$ cat src/rtl/tour_pkg.sv
// -----------------------------------------------------------------------------
// tour_pkg
// Shared definitions for the tour command interface:
//   - opcode and heading constants of the 16-bit move command
//     {opcode[15:12], heading[11:4], squares[3:0]}
//   - response codes returned by the command processor
//   - one-hot knight move encoding
//   - responder FSM state type
//   - decode_cmd(): classifies a command and yields its signed displacement
// -----------------------------------------------------------------------------
package tour_pkg;

    localparam logic [3:0] OPC_MOVE_A = 4'h2;
    localparam logic [3:0] OPC_MOVE_B = 4'h3;

    localparam logic [7:0] HDG_N = 8'h00;
    localparam logic [7:0] HDG_S = 8'h7F;
    localparam logic [7:0] HDG_E = 8'hBF;
    localparam logic [7:0] HDG_W = 8'h3F;

    localparam logic [7:0] RESP_DONE = 8'hA5;
    localparam logic [7:0] RESP_BUSY = 8'h5A;

    // Knight move as (dx,dy); names read as <x dir><x steps><y dir><y steps>
    typedef enum logic [7:0] {
        MV_NONE = 8'h00,
        MV_W1N2 = 8'h01,   // (-1,+2)
        MV_E1N2 = 8'h02,   // (+1,+2)
        MV_W2N1 = 8'h04,   // (-2,+1)
        MV_W2S1 = 8'h08,   // (-2,-1)
        MV_W1S2 = 8'h10,   // (-1,-2)
        MV_E1S2 = 8'h20,   // (+1,-2)
        MV_E2S1 = 8'h40,   // (+2,-1)
        MV_E2N1 = 8'h80    // (+2,+1)
    } move_t;

    typedef enum logic [2:0] {
        WAIT_H,
        EXEC_H,
        WAIT_V,
        EXEC_V,
        WRITE
    } state_t;

    typedef struct packed {
        logic       bad;    // illegal opcode, heading or squares
        logic       horiz;  // heading is east or west
        logic       vert;   // heading is north or south
        logic [3:0] delta;  // signed displacement, zero when bad
    } cmd_dec_t;

    function automatic cmd_dec_t decode_cmd(input logic [15:0] c);
        cmd_dec_t d;
        logic     op_ok;
        logic     sq_ok;
        logic     neg;
        op_ok   = (c[15:12] == OPC_MOVE_A) || (c[15:12] == OPC_MOVE_B);
        sq_ok   = (c[3:0] == 4'd1) || (c[3:0] == 4'd2);
        d.horiz = (c[11:4] == HDG_E) || (c[11:4] == HDG_W);
        d.vert  = (c[11:4] == HDG_N) || (c[11:4] == HDG_S);
        neg     = (c[11:4] == HDG_W) || (c[11:4] == HDG_S);
        d.bad   = !op_ok || !sq_ok || !(d.horiz || d.vert);
        if (d.bad) begin
            d.delta = '0;
        end else if (neg) begin
            d.delta = 4'd0 - c[3:0];
        end else begin
            d.delta = c[3:0];
        end
        return d;
    endfunction

endpackage

$ cat src/rtl/tour_move_encoder_move_encode.sv
// -----------------------------------------------------------------------------
// move_encode
// Combinational map from a signed (dx,dy) displacement to the one-hot knight
// move code. Anything that is not one of the eight knight moves returns
// o_onehot = 0 and o_illegal = 1.
// Ports:
//   i_dx      in  4  signed column displacement
//   i_dy      in  4  signed row displacement
//   o_onehot  out 8  one-hot move code
//   o_illegal out 1  displacement is not a knight move
// -----------------------------------------------------------------------------
module move_encode
    import tour_pkg::*;
(
    input  logic [3:0] i_dx,
    input  logic [3:0] i_dy,
    output logic [7:0] o_onehot,
    output logic       o_illegal
);

    always_comb begin
        o_onehot  = MV_NONE;
        o_illegal = 1'b0;
        case ({i_dx, i_dy})
            8'hF2:   o_onehot = MV_W1N2;
            8'h12:   o_onehot = MV_E1N2;
            8'hE1:   o_onehot = MV_W2N1;
            8'hEF:   o_onehot = MV_W2S1;
            8'hFE:   o_onehot = MV_W1S2;
            8'h1E:   o_onehot = MV_E1S2;
            8'h2F:   o_onehot = MV_E2S1;
            8'h21:   o_onehot = MV_E2N1;
            default: o_illegal = 1'b1;
        endcase
    end

endmodule

$ cat src/rtl/tour_move_encoder.sv
// -----------------------------------------------------------------------------
// tour_move_encoder
// Far-end responder of the tour command interface. Accepts a horizontal then a
// vertical move command, completes the clr_cmd_rdy/send_resp handshake for
// each after EXEC_CYCLES+1 cycles, re-encodes the pair as a one-hot knight
// move, logs it, tracks the knight position and raises sticky error flags.
// Ports:
//   clk, rst        clock, synchronous active-high reset
//   arm             restart pulse (honoured only while waiting for a horizontal)
//   cmd, cmd_rdy    incoming command and valid
//   clr_cmd_rdy     one-cycle accept pulse
//   send_resp       one-cycle completion pulse
//   resp            processor response, sampled with the vertical send_resp
//   move_wr         log write strobe
//   move_out        encoded move, 8'h00 when the pair had any error
//   wr_indx         log address of move_out
//   pos_x, pos_y    knight position
//   err_seq, err_cmd, err_move, err_bound  sticky error flags
//   tour_done       sticky: processor reported end of tour
// -----------------------------------------------------------------------------
module tour_move_encoder
    import tour_pkg::*;
#(
    parameter int unsigned EXEC_CYCLES = 4,
    parameter int unsigned NUM_MOVES   = 24,
    parameter int unsigned X0          = 2,
    parameter int unsigned Y0          = 2
) (
    input  logic        clk,
    input  logic        rst,
    input  logic        arm,
    input  logic [15:0] cmd,
    input  logic        cmd_rdy,
    output logic        clr_cmd_rdy,
    output logic        send_resp,
    input  logic [7:0]  resp,
    output logic        move_wr,
    output logic [7:0]  move_out,
    output logic [4:0]  wr_indx,
    output logic [2:0]  pos_x,
    output logic [2:0]  pos_y,
    output logic        err_seq,
    output logic        err_cmd,
    output logic        err_move,
    output logic        err_bound,
    output logic        tour_done
);

    localparam logic [7:0] EXEC_LAST = 8'(EXEC_CYCLES);
    localparam logic [4:0] LAST_IDX  = 5'(NUM_MOVES - 1);
    localparam logic [2:0] X_START   = 3'(X0);
    localparam logic [2:0] Y_START   = 3'(Y0);

    state_t     r_state;
    state_t     w_next;
    logic [7:0] r_cnt;
    logic [3:0] r_dx;
    logic [3:0] r_dy;
    logic [3:0] r_sq_h;
    logic       r_pair_err;
    logic       r_resp_done;
    logic [4:0] r_wr_indx;
    logic [2:0] r_pos_x;
    logic [2:0] r_pos_y;
    logic       r_err_seq;
    logic       r_err_cmd;
    logic       r_err_move;
    logic       r_err_bound;
    logic       r_tour_done;

    cmd_dec_t   w_dec_in;
    logic       w_exec_last;
    logic       w_sq_pair_ok;
    logic [3:0] w_sum_x;
    logic [3:0] w_sum_y;
    logic       w_lo_x;
    logic       w_hi_x;
    logic       w_lo_y;
    logic       w_hi_y;
    logic [2:0] w_new_x;
    logic [2:0] w_new_y;
    logic       w_bound_err;
    logic       w_idx_err;
    logic       w_write_err;
    logic [7:0] w_onehot;
    logic       w_enc_illegal;

    assign w_dec_in    = decode_cmd(cmd);
    assign w_exec_last = (r_cnt == EXEC_LAST);

    // Squares of the pair must be {1,2} or {2,1}; checked when the vertical
    // command is latched, against the stored horizontal squares.
    assign w_sq_pair_ok = ((r_sq_h == 4'd1) && (cmd[3:0] == 4'd2)) ||
                          ((r_sq_h == 4'd2) && (cmd[3:0] == 4'd1));

    // Position step in 4-bit two's complement: range -2..6 never overflows
    assign w_sum_x = {1'b0, r_pos_x} + r_dx;
    assign w_sum_y = {1'b0, r_pos_y} + r_dy;
    assign w_lo_x  = w_sum_x[3];
    assign w_hi_x  = !w_sum_x[3] && (w_sum_x[2:0] > 3'd4);
    assign w_lo_y  = w_sum_y[3];
    assign w_hi_y  = !w_sum_y[3] && (w_sum_y[2:0] > 3'd4);
    assign w_new_x = w_lo_x ? 3'd0 : (w_hi_x ? 3'd4 : w_sum_x[2:0]);
    assign w_new_y = w_lo_y ? 3'd0 : (w_hi_y ? 3'd4 : w_sum_y[2:0]);
    assign w_bound_err = w_lo_x | w_hi_x | w_lo_y | w_hi_y;

    // End-of-tour response must coincide exactly with the last log slot
    assign w_idx_err = r_resp_done != (r_wr_indx == LAST_IDX);

    assign w_write_err = r_pair_err | w_bound_err | w_idx_err | w_enc_illegal;

    move_encode u_move_encode (
        .i_dx      (r_dx),
        .i_dy      (r_dy),
        .o_onehot  (w_onehot),
        .o_illegal (w_enc_illegal)
    );

    always_comb begin
        w_next      = r_state;
        clr_cmd_rdy = 1'b0;
        send_resp   = 1'b0;
        move_wr     = 1'b0;
        move_out    = '0;
        case (r_state)
            WAIT_H: begin
                if (!arm && cmd_rdy) begin
                    clr_cmd_rdy = 1'b1;
                    w_next      = EXEC_H;
                end
            end
            EXEC_H: begin
                if (w_exec_last) begin
                    send_resp = 1'b1;
                    w_next    = WAIT_V;
                end
            end
            WAIT_V: begin
                if (cmd_rdy) begin
                    clr_cmd_rdy = 1'b1;
                    w_next      = EXEC_V;
                end
            end
            EXEC_V: begin
                if (w_exec_last) begin
                    send_resp = 1'b1;
                    w_next    = WRITE;
                end
            end
            WRITE: begin
                move_wr  = 1'b1;
                move_out = w_write_err ? 8'h00 : w_onehot;
                w_next   = WAIT_H;
            end
            default: w_next = WAIT_H;
        endcase
    end

    always_ff @(posedge clk) begin
        if (rst) begin
            r_state     <= WAIT_H;
            r_cnt       <= '0;
            r_dx        <= '0;
            r_dy        <= '0;
            r_sq_h      <= '0;
            r_pair_err  <= 1'b0;
            r_resp_done <= 1'b0;
            r_wr_indx   <= '0;
            r_pos_x     <= X_START;
            r_pos_y     <= Y_START;
            r_err_seq   <= 1'b0;
            r_err_cmd   <= 1'b0;
            r_err_move  <= 1'b0;
            r_err_bound <= 1'b0;
            r_tour_done <= 1'b0;
        end else begin
            r_state <= w_next;
            case (r_state)
                WAIT_H: begin
                    r_cnt <= '0;
                    if (arm) begin
                        r_wr_indx   <= '0;
                        r_pos_x     <= X_START;
                        r_pos_y     <= Y_START;
                        r_err_seq   <= 1'b0;
                        r_err_cmd   <= 1'b0;
                        r_err_move  <= 1'b0;
                        r_err_bound <= 1'b0;
                        r_tour_done <= 1'b0;
                    end else if (cmd_rdy) begin
                        // Only the decoded displacement is kept; a wrong-axis
                        // heading contributes no motion.
                        r_dx       <= w_dec_in.horiz ? w_dec_in.delta : 4'd0;
                        r_sq_h     <= cmd[3:0];
                        r_pair_err <= w_dec_in.vert | w_dec_in.bad;
                        if (w_dec_in.vert) r_err_seq <= 1'b1;
                        if (w_dec_in.bad)  r_err_cmd <= 1'b1;
                    end
                end
                EXEC_H: begin
                    r_cnt <= r_cnt + 8'd1;
                end
                WAIT_V: begin
                    r_cnt <= '0;
                    if (cmd_rdy) begin
                        r_dy       <= w_dec_in.vert ? w_dec_in.delta : 4'd0;
                        r_pair_err <= r_pair_err | w_dec_in.horiz |
                                      w_dec_in.bad | !w_sq_pair_ok;
                        if (w_dec_in.horiz) r_err_seq  <= 1'b1;
                        if (w_dec_in.bad)   r_err_cmd  <= 1'b1;
                        if (!w_sq_pair_ok)  r_err_move <= 1'b1;
                    end
                end
                EXEC_V: begin
                    r_cnt <= r_cnt + 8'd1;
                    if (w_exec_last) begin
                        r_resp_done <= (resp == RESP_DONE);
                        if (resp == RESP_DONE) r_tour_done <= 1'b1;
                    end
                end
                WRITE: begin
                    r_pos_x <= w_new_x;
                    r_pos_y <= w_new_y;
                    if (w_bound_err) r_err_bound <= 1'b1;
                    if (w_idx_err)   r_err_seq   <= 1'b1;
                    r_wr_indx <= (r_wr_indx == LAST_IDX) ? 5'd0 : r_wr_indx + 5'd1;
                end
                default: ;
            endcase
        end
    end

    assign wr_indx   = r_wr_indx;
    assign pos_x     = r_pos_x;
    assign pos_y     = r_pos_y;
    assign err_seq   = r_err_seq;
    assign err_cmd   = r_err_cmd;
    assign err_move  = r_err_move;
    assign err_bound = r_err_bound;
    assign tour_done = r_tour_done;

endmodule

$ cat config.mk
export PLATFORM = sky130hd
export DESIGN_NAME = tour_move_encoder
export DESIGN_NICKNAME = d
export VERILOG_FILES = /design/src/rtl/tour_pkg.sv /design/src/rtl/tour_move_encoder_move_encode.sv /design/src/rtl/tour_move_encoder.sv
export SDC_FILE = /design/constraint.sdc
export NUM_CORES = 1
export LEC_CHECK = 0
export ABC_AREA = 1
export BUFFER_PORTS_ARGS = -buffer_cell sky130_fd_sc_hd__buf_4
export CAP_MARGIN = 30
export CORE_ASPECT_RATIO = 0.9
export CORE_MARGIN = 2
export CORE_UTILIZATION = 50
export DETAILED_ROUTE_END_ITERATION = 7
export GPL_ROUTABILITY_DRIVEN = 0
export PLACE_DENSITY_LB_ADDON = 0.12
export SLEW_MARGIN = 30
export SYNTH_ARGS = -nofsm -noshare
export SYNTH_HDL_FRONTEND = slang
export SYNTH_HIERARCHICAL = 1
export SYNTH_SLANG_ARGS = --single-unit
$ cat constraint.sdc
create_clock -name clk -period 2 [get_ports clk]
set_input_delay 0.4 -clock clk [delete_from_list [all_inputs] [get_ports clk]]
set_output_delay 0.4 -clock clk [all_outputs]
set_load 0.05 [all_outputs]
==> impl_metrics.ini <==
[sta]
grt_setup_unrepaired = true
setup_tns_ps = -4290
max_freq_ghz = 0.392
period_minus_slack_ps = 2550
final.setup_skew_ps = 16.7
hold_viol_final = 0
setup_violations = 8
maxSlewHeadroom_pct = 80.3
holdWs_ps = 408
fin_ws_ps = -548
tightest_slew_ps = 296
fin_crit_sh_pct = 127
drv_slew = 0

[synth]
synth.most_common_cell = nand2_1
netlist_instances = 420
yosys_warnings = 6
ys_ff_latch = 41
seq_area_frac_synth_pct = 30.5
syn_nets = 462
yosys-top-cells-count = 122 x nand2_1, 57 x nor2_1, 55 x inv_1, 41 x dfxtp_1, 37 x a21oi_1
synth_cell_type_count = 35
synth_edf_count = 0
async_reset_ff_share_pct = 0
synth_top_area_share_pct = 30.5
yosysTopAreaCell = dfxtp_1
syn_area_mm2 = 0.00269
avgSynthCellArea_um2 = 6.40
synth-main-ff-cell = dfxtp_1
synth.area.top_cells = dfxtp_1 31%, nand2_1 17%, nor2_1 8.0%, inv_1 7.7%, a21oi_1 6.9%

[outcome]
outcome = finished with violations
violations = setup timing

[layout]
final_layout_size_suffix_gt1_share_pct = 29.7
fin_area_mm2 = 0.00370
area_growth_pct = 37.8
nets = 553
utilization_pct = 70.9
instances_no_fill = 579
antenna_cells = 0

[floorplan]
chipHeight_um = 73.6
core_area_mm2 = 0.00522
initial_utilization_pct = 51.4
rows = 25
dieArea_mm2 = 0.00598
dieWidth_um = 81.3
ios = 55

[critical_path]
critPathMaxStageDelay_ps = 430
worstPathCellList = ha_4 > fa_2 > nor2_2 > nor2_2 > nor2_2 > nand4_1 > buf_6 > nor2_4 > buf_8
crit_type = register to output pin
critPathTopFamily = adder cells
rr_worst_depth = 11
required_ps = 1600
timing.rr.start = pos_y[0]
cpMaxStageDelayCell = fa_2
ff2ff_setup_slack_ps = 60
critPathMostFrequentCell = nor2_2
endpoint_kind = output pin
path_buf_inv = 2
startpoint_type = register
cp_max_fo = 8
r2r-end = err_bound
crit_arrival_ps = 2150

[placement]
port_buffers = 53
dp_hpwl_um = 5250
post_dp_cell_area_mm2 = 0.00352
place_ws_ps = -368
dp.cells = 569

[clock_tree]
clk_pin_slew_ps = 80
cts_hold_buffers = 0
clk_path_buf_depth = 2
cts_root_buf = clkbuf_8
htree_num_levels = 2
cts_buffers = 5
cts_tree = built
cts.sinks = 41
clock_latency_ps = 300

[power_and_ir_drop]
p_clk_share_pct = 30.6
power_frac_comb_pct = 19.7
peakVddDrop_mv = 0.643
p_sw_share_pct = 31.0
powerDensity_mw_per_mm2 = 470
seqPwrFrac_pct = 49.7
switching_power_uw = 540
p_leak_nw = 1.69
p_int_mw = 1.20
totalPowerFinal_mw = 1.74

[routing]
drtIter0Drc = 132
drcViolationCount = 0
wl_um = 6810
viasPerCell = 4.96
ant_nets = 0
detail_route.first_pass.iterations = 4
wl_per_cell_um = 11.8
route.vias.total = 2870

[hold_path]
whs_endpoint = r_sq_h[2]
holdCritPathClass = input pin to register
worstHoldStart = cmd[2]
holdPathStages = 3

[grt]
grt_remaining_overflow = 0
grtUsageTotal_pct = 24.4
grt_pass1_vias = 2682
grt_start_max_net_pins = 26
grt_pass1_wl_um = 11500
antenna_found_initial = 0

[job]
drv_cap = 0
registers in the layout (all words and copies together) (netlist names):
signal / flops
tour_done: 1
r_resp_done: 1
r_pair_err: 1
r_dy: 4
err_cmd: 1
err_seq: 1
wr_indx: 5
r_dx: 4
r_state: 3
err_bound: 1
pos_x: 3
r_sq_h: 4
r_cnt: 8
pos_y: 3
err_move: 1
layer usage:
layer / wire length (um) / global-route usage [%] / up-vias
li1: - / - / 1519
met1: 3050 / 31.5 / 1285
met2: 3410 / 42.9 / 60
met3: 289 / 4.42 / 6
met4: 64 / 4.33 / 0
met5: 0 / 0 / -
logic make-up after synthesis:
family,synth area share (%)
AND/OR/NAND/NOR,40.9
adder cells (fa/ha/maj),7.08
XOR/XNOR,1.63
AO/OA/AOI/OAI,10.5
buffers and inverters,9.36
flip-flops,30.5
timing repair:
action	in CTS	in global routing
buffers inserted	1	1
endpoints found under the setup margin	8	9
gates cloned	0	0
pin swaps	7	4
gates resized for setup	15	9
layout by cell type (no fill, tap or decap), types with 2 or more instances in the layout:
master and n:
xnor2_2 2, buf_4 80, nand4_1 8, nand2_2 6, dfxtp_2 6, dfxtp_1 32, a31oi_1 3, nand3_1 24
inv_1 55, ha_1 9, fa_2 2, nor2_2 9, ha_4 3, xor2_1 3, dfxtp_4 3, clkbuf_8 5
inv_2 3, nand2_1 122, buf_6 5, nor3_1 5, a21oi_1 36, nand3b_1 2, o21ai_0 10, nor2_1 43
buf_8 4, nor2_4 15
power by group through the flow:
stage               logic (mW)  clock network (mW)  registers, mW
detailed placement       0.341                   0          0.883
floorplan                0.214                   0          0.901
global placement         0.333                   0          0.882
global route             0.385               0.571          0.867
finish                   0.342               0.533          0.864
CTS                      0.343               0.543          0.864
how the worst max path moves through the flow:
stage | cells past startpoint | endpoint | start | slack [ps]
after floorplan | 7 | move_out[0] | pos_x[0] | -880
after global placement | 9 | move_out[3] | r_dy[0] | -290
after detailed placement | 9 | move_out[2] | r_dy[0] | -370
after CTS | 9 | move_out[3] | pos_x[0] | -470
after global routing | 9 | move_out[4] | pos_y[0] | -690
final | 9 | move_out[4] | pos_y[0] | -550
tightest hold or removal path, cell delays in order:
cell	delay (ps)
buf_4	100
o21ai_1	60
a21oi_1	100
layout make-up:
cell class	instances	area, um^2
multi-input cells	315	1750
fillers	430	1520
flip-flops and latches	41	840
repair buffers	89	717
inverters	59	224
well taps	67	83.8
clock buffers	5	68.8
clock inverters	3	17.5
(Power assumes the default switching activity.)
